--- src/rtl/car_collision_unit.sv ---
// car_collision_unit: player-side lane control and collision detection.
// Tracks the player's lane from two raw push-buttons, confirms overlap with
// the traffic car over CONFIRM_CYCLES consecutive cycles, drives a sticky
// collision level for traffic_controller and counts dodged traffic cars.
// Optional feature: define LANE_WRAP_EN to make lane moves wrap around the
// edge columns instead of saturating.
module car_collision_unit #(
   parameter int NUM_LANES      = 4,
   parameter int CAR_Y          = 400,
   parameter int CAR_H          = 40,
   parameter int TRAFFIC_H      = 40,
   parameter int CONFIRM_CYCLES = 2
) (
   input  logic       clk,
   input  logic       rst_n,
   input  logic       start,
   input  logic       game_over,
   input  logic       btn_left,
   input  logic       btn_right,
   input  logic       traffic_active,
   input  logic [1:0] active_column,
   input  logic [9:0] traffic_y_position,
   output logic [1:0] car_column,
   output logic       collision,
   output logic [7:0] dodge_count,
   output logic [1:0] state_dbg
);

   typedef enum logic [1:0] {
      ST_IDLE    = 2'd0,
      ST_ARMED   = 2'd1,
      ST_CONFIRM = 2'd2,
      ST_HIT     = 2'd3
   } state_t;

   localparam logic [1:0]  LANE_RESET  = 2'(NUM_LANES / 2);
   localparam logic [1:0]  LANE_MAX    = 2'(NUM_LANES - 1);
   localparam logic [10:0] CAR_Y_W     = 11'(CAR_Y);
   localparam logic [10:0] CAR_BOTTOM  = 11'(CAR_Y + CAR_H);
   localparam logic [10:0] TRAFFIC_H_W = 11'(TRAFFIC_H);
   localparam logic [3:0]  CONFIRM_W   = 4'(CONFIRM_CYCLES);

   // Button synchronizers and edge-detect history
   logic btn_l_s1_q, btn_l_s1_d, btn_l_s2_q, btn_l_s2_d, btn_l_prev_q, btn_l_prev_d;
   logic btn_r_s1_q, btn_r_s1_d, btn_r_s2_q, btn_r_s2_d, btn_r_prev_q, btn_r_prev_d;
   logic left_edge, right_edge;

   // Game state
   logic       traffic_prev_q, traffic_prev_d;
   logic       traffic_fall;
   logic [1:0] car_column_q, car_column_d;
   logic       collision_q, collision_d;
   logic [7:0] dodge_q, dodge_d;
   logic [3:0] cnt_q, cnt_d;
   state_t     state_q, state_d;
   logic       overlap;

   // Two-flop synchronizers, rising-edge detect on the synchronized level
   always_comb begin
      btn_l_s1_d   = btn_left;
      btn_l_s2_d   = btn_l_s1_q;
      btn_l_prev_d = btn_l_s2_q;
      btn_r_s1_d   = btn_right;
      btn_r_s2_d   = btn_r_s1_q;
      btn_r_prev_d = btn_r_s2_q;
      left_edge    = btn_l_s2_q & ~btn_l_prev_q;
      right_edge   = btn_r_s2_q & ~btn_r_prev_q;
      traffic_prev_d = traffic_active;
      traffic_fall   = traffic_prev_q & ~traffic_active;
   end

   // Overlap of the traffic car with the player car, 11-bit so no wrap
   always_comb begin
      overlap = traffic_active
             && (active_column == car_column_q)
             && (({1'b0, traffic_y_position} + TRAFFIC_H_W) > CAR_Y_W)
             && ({1'b0, traffic_y_position} < CAR_BOTTOM);
   end

   // Lane movement: a lone edge moves one column, frozen while stopped or hit
   always_comb begin
      car_column_d = car_column_q;
      if (start && !game_over && (state_q != ST_HIT)) begin
         if (left_edge && !right_edge) begin
            if (car_column_q == 2'd0) begin
`ifdef LANE_WRAP_EN
               car_column_d = LANE_MAX;
`else
               car_column_d = 2'd0;
`endif
            end else begin
               car_column_d = car_column_q - 2'd1;
            end
         end else if (right_edge && !left_edge) begin
            if (car_column_q >= LANE_MAX) begin
`ifdef LANE_WRAP_EN
               car_column_d = 2'd0;
`else
               car_column_d = LANE_MAX;
`endif
            end else begin
               car_column_d = car_column_q + 2'd1;
            end
         end
      end
   end

   // Hit-confirmation FSM, sticky collision and dodge counter
   always_comb begin
      state_d     = state_q;
      cnt_d       = cnt_q;
      collision_d = collision_q;
      dodge_d     = dodge_q;
      if (!start) begin
         state_d     = ST_IDLE;
         cnt_d       = 4'd0;
         collision_d = 1'b0;
      end else begin
         case (state_q)
            ST_IDLE: begin
               collision_d = 1'b0;
               state_d     = ST_ARMED;
            end
            ST_ARMED: begin
               if (overlap) begin
                  cnt_d = 4'd1;
                  if (CONFIRM_CYCLES == 1) begin
                     state_d     = ST_HIT;
                     collision_d = 1'b1;
                  end else begin
                     state_d = ST_CONFIRM;
                  end
               end else if (traffic_fall && (dodge_q != 8'hFF)) begin
                  dodge_d = dodge_q + 8'd1;
               end
            end
            ST_CONFIRM: begin
               if (overlap) begin
                  cnt_d = cnt_q + 4'd1;
                  if ((cnt_q + 4'd1) >= CONFIRM_W) begin
                     state_d     = ST_HIT;
                     collision_d = 1'b1;
                  end
               end else begin
                  cnt_d   = 4'd0;
                  state_d = ST_ARMED;
               end
            end
            ST_HIT: begin
               collision_d = 1'b1;
            end
            default: state_d = ST_IDLE;
         endcase
      end
   end

   // All state registers, asynchronously cleared
   always_ff @(posedge clk or negedge rst_n) begin
      if (!rst_n) begin
         btn_l_s1_q     <= 1'b0;
         btn_l_s2_q     <= 1'b0;
         btn_l_prev_q   <= 1'b0;
         btn_r_s1_q     <= 1'b0;
         btn_r_s2_q     <= 1'b0;
         btn_r_prev_q   <= 1'b0;
         traffic_prev_q <= 1'b0;
         car_column_q   <= LANE_RESET;
         collision_q    <= 1'b0;
         dodge_q        <= 8'd0;
         cnt_q          <= 4'd0;
         state_q        <= ST_IDLE;
      end else begin
         btn_l_s1_q     <= btn_l_s1_d;
         btn_l_s2_q     <= btn_l_s2_d;
         btn_l_prev_q   <= btn_l_prev_d;
         btn_r_s1_q     <= btn_r_s1_d;
         btn_r_s2_q     <= btn_r_s2_d;
         btn_r_prev_q   <= btn_r_prev_d;
         traffic_prev_q <= traffic_prev_d;
         car_column_q   <= car_column_d;
         collision_q    <= collision_d;
         dodge_q        <= dodge_d;
         cnt_q          <= cnt_d;
         state_q        <= state_d;
      end
   end

   assign car_column  = car_column_q;
   assign collision   = collision_q;
   assign dodge_count = dodge_q;
   assign state_dbg   = state_q;

endmodule
--- config.mk ---
export PLATFORM = sky130hd
export DESIGN_NAME = car_collision_unit
export DESIGN_NICKNAME = d
export VERILOG_FILES = /design/src/rtl/car_collision_unit.sv
export SDC_FILE = /design/constraint.sdc
export NUM_CORES = 1
export LEC_CHECK = 0
export ABC_CLOCK_PERIOD_IN_PS = 2400
export BUFFER_PORTS_ARGS = -buffer_cell sky130_fd_sc_hd__buf_2
export CORE_MARGIN = 2
export CORE_UTILIZATION = 52
export DETAILED_ROUTE_END_ITERATION = 16
export GPL_ROUTABILITY_DRIVEN = 0
export PLACE_DENSITY = 0.85
export SLEW_MARGIN = 30
export SYNTH_ARGS = -nofsm -noshare
export SYNTH_HDL_FRONTEND = slang
export SYNTH_SLANG_ARGS = --single-unit
--- constraint.sdc ---
create_clock -name clk -period 2.4 [get_ports clk]
set_input_delay 0.36 -clock clk [delete_from_list [all_inputs] [get_ports clk]]
set_output_delay 0.36 -clock clk [all_outputs]
set_load 0.02 [all_outputs]
==> out/qor.csv <==
stage;metric;value;unit
die;row count;18;
power_and_ir_drop;Leak;0.723;nW
yosys;Yosys top cell by area;dfrtp_1;
global_route;number of global-route vias before repair;1001;
global_route;initial antenna violation count;0;
cells_and_area;register area;602;um^2
critical_path;CP max stage cell;dfrtp_1;
drt;drt total wl;2590;um
timing;unrepaired setup endpoints after global routing;no;
timing;Fin Setup TNS;0;ns
yosys;Simple-Gate Fraction of Synth Area;19.4;%
cells_and_area;multi-input combinational cell area;674;um^2
run_status;status;finished with violations;
cells_and_area;layout cells sized above 1;28.6;%
critical_path;Stages on worst setup path;8;
power_and_ir_drop;P per Cell Area;822;nW/um^2
global_route;grt met3 use;2.78;%
timing;Worst-Margin Slew;0.523;ns
critical_path;worst path bufs/invs;1;
global_route;first-pass GRT wire length;4240;um
clock_tree;Post-CTS Setup Repair Bufs;0;
yosys;YS warnings;0;
cells_and_area;final net count;183;
yosys;cell count after synthesis;121;
yosys;complex-gate fraction of the synthesized area;12.1;%
yosys;flops & latches, synth;24;
drt;DR vias/cell;5.62;
critical_path;worst-path fanout max;8;
critical_path;Crit Path Category;flip-flop to flip-flop;
clock_tree;CTS H-tree lvls;1;
hold_path;Hold Path Class;input port to async pin;
cells_and_area;Post-Layout Inst Area;1540;um^2
cells_and_area;Layout area overhead;18.4;%
drt;WL/cell;14.1;um
clock_tree;clock sinks;24;
drt;DR vias;1034;
timing;clock skew;0.00368;ns
yosys;Adder-Cell Fraction of Synth Area;8.64;%
critical_path;flop2flop setup slack;0.19;ns
timing;f_max;452;MHz
die;Die Span Y;54.1;um
critical_path;CP cell instances;inv_1 -> ha_2 -> nand2_1 -> nor3b_1 -> and3_1 -> nor2_1 -> mux2i_1 -> mux2_1;
yosys;most common library cells after synthesis;dfrtp_1, ha_1, nor2_1;
timing;final number of max-transition violations;0;
clock_tree;hold buffer count at CTS;0;
critical_path;crit path DAT;2.42;ns
critical_path;Worst EP required;2.61;ns
yosys;largest family of logic cells by synthesized area;simple AND/OR/NAND/NOR gates;
yosys;ys async rst share;100;%
yosys;synth unique cells;38;
yosys;Net Count, Synth;149;
yosys;top-area cell type share of the netlist area;44.1;%
critical_path;crit-path max cell delay;0.44;ns
global_route;total grt overflow;0;
global_route;pin count of the biggest net entering global routing;25;
placed_design;placed instance area;1490;um^2
power_and_ir_drop;worst vdd ir;0.000439;V
clock_tree;CTS clock-pin slew for the worst setup and hold paths;0.13;ns
die;die area;2920;um^2
critical_path;CP endpoint;state_dbg[1]$_DFFE_PN0P_;
drt;initial drt markers;21;
die;CORE AREA;2430;um^2
drt;1st-pass router iterations;4;
critical_path;critical path startpoint category;flip-flop;
global_route;Global Route Usage Sum;20.2;%
critical_path;Critical Path Sink Type;flip-flop;
clock_tree;clk_lat worst skew;0.31;ns
critical_path;Setup crit start;state_dbg[0]$_DFFE_PN0P_;
cells_and_area;Antenna Cells;0;
clock_tree;root buf cell;clkbuf_4;
global_route;met1 usage;24.5;%
timing;fin crit share;92.2;%
timing;final hold viol count;1;
critical_path;Top Family by Delay on Critical Path;simple AND/OR/NAND/NOR gates;
yosys;most common cell in the netlist;dfrtp_1;
drt;Routed Antenna Nets;0;
timing;# setup viols final;0;
clock_tree;TritonCTS Buffers;3;
die;die width;54.1;um
clock_tree;PostCTS Resize Cnt;0;
timing;Min Hold Slack;-0.000826;ns
yosys;XOR/XNOR share of the synthesized area;7.39;%
yosys;Synth Flop Type;dfrtp_1;
critical_path;r2r endpoint;state_dbg[1]$_DFFE_PN0P_;
global_route;most used routing layer in global routing;met2;
clock_tree;clk buf depth;2;
placed_design;Detailed Place HPWL;1950;um
cells_and_area;final-layout fill cell count;210;
yosys;mux share of post-synthesis cell area;4.03;%
run;max_cap viols;0;
critical_path;R2R cell count;8;
yosys;EDFF count, synth;0;
yosys;largest cells by area after synthesis;dfrtp_1, ha_1, xor2_1;
global_route;grt met2 use;37.0;%
die;Initial Util;53.6;%
yosys;sequential share of the synthesized area;46.2;%
drt;DRC viols;0;
placed_design;port bufs;31;
run_status;failing checks;negative hold slack;
clock_tree;CTS tree;yes;
yosys;post-synthesis cell area;1300;um^2
yosys;Avg Synthesized Cell Area;10.8;um^2
timing;Slew headroom;65.1;%
timing;min Tclk post-route;2.21;ns
die;# IOs;32;
critical_path;r2r startpoint;state_dbg[0]$_DFFE_PN0P_;
## kinds of logic (layout without fill, tap and decap cells)
group	Yosys count	count (layout)
AND/OR/NAND/NOR	44	44
XOR/XNOR	11	11
buffers and inverters	8	41
flip-flops	24	24
AO/OA/AOI/OAI	20	20
multiplexers	5	5
adder cells (fa/ha/maj)	9	9
## metal layers
metal / share of wire (%) / wire (um) / up-vias
met1: 44 / 1130 / 502
li1: - / - / 504
met2: 52 / 1350 / 26
met4: 0.62 / 16 / 0
met5: 0 / 0 / -
met3: 3.7 / 96 / 2
## power breakdown
part           internal, mW  switching [mW]
Combinational         0.181           0.262
Clock                 0.169           0.124
Sequential            0.465          0.0683
## cell type report
class | count | share of cell area, %
clock inverters | 1 | 1.94
flip-flops and latches | 24 | 39.0
inverters | 6 | 1.46
well taps | 30 | 2.43
clock buffers | 3 | 1.46
multi-input cells | 89 | 43.7
repair buffers | 31 | 10.0
## sequential cells by signal, summed over array words and instances (netlist names)
| name | flops |
|---|---|
| car_column | 2 |
| btn_l_s1_q | 1 |
| collision | 1 |
| dodge_count | 8 |
| cnt_q | 4 |
| btn_l_prev_q | 1 |
| btn_l_prev_d | 1 |
| traffic_prev_q | 1 |
| btn_r_s1_q | 1 |
| btn_r_prev_d | 1 |
| state_dbg | 2 |
| btn_r_prev_q | 1 |
## worst reg2reg max path, stage by stage (launching register included)
cell and delay, ns:
dfrtp_1 0.44, inv_1 0.12, ha_2 0.27, nand2_1 0.13, nor3b_1 0.25, and3_1 0.25
nor2_1 0.06, mux2i_1 0.25, mux2_1 0.35
## worst min path at each step
stage | start | to | depth (start not counted)
after floorplan | rst_n | btn_l_prev_d$_DFF_PN0_ | 0
after global placement | btn_l_s1_q$_DFF_PN0_ | btn_l_prev_d$_DFF_PN0_ | 0
after detailed placement | btn_r_s1_q$_DFF_PN0_ | btn_r_prev_d$_DFF_PN0_ | 0
after CTS | rst_n | cnt_q[0]$_DFFE_PN0P_ | 1
after global routing | rst_n | dodge_count[0]$_DFFE_PN0P_ | 1
final | rst_n | cnt_q[1]$_DFFE_PN0P_ | 1
## per-stage QoR
stage	setup slack (ns)	util, %	power [mW]	instances
after floorplan	0.284	-	0.835	121
after global placement	0.227	61.2	0.953	180
after detailed placement	0.139	61.2	0.983	180
after CTS	0.132	63.4	1.28	184
after global routing	0.0792	63.5	1.35	184
final	0.188	63.5	1.27	184
## placed cells by master (no fill, tap or decap), types with 5 or more instances in the layout
cell	netlist	final
inv_1	6	6
xor2_1	6	6
nand2_1	8	8
nand3_1	6	6
o21ai_0	5	5
nand4_1	5	5
buf_2	0	31
dfrtp_1	23	23
nor2_1	9	9
xnor2_1	5	5
ha_1	9	8
Power figures use the tool's default switching activity.
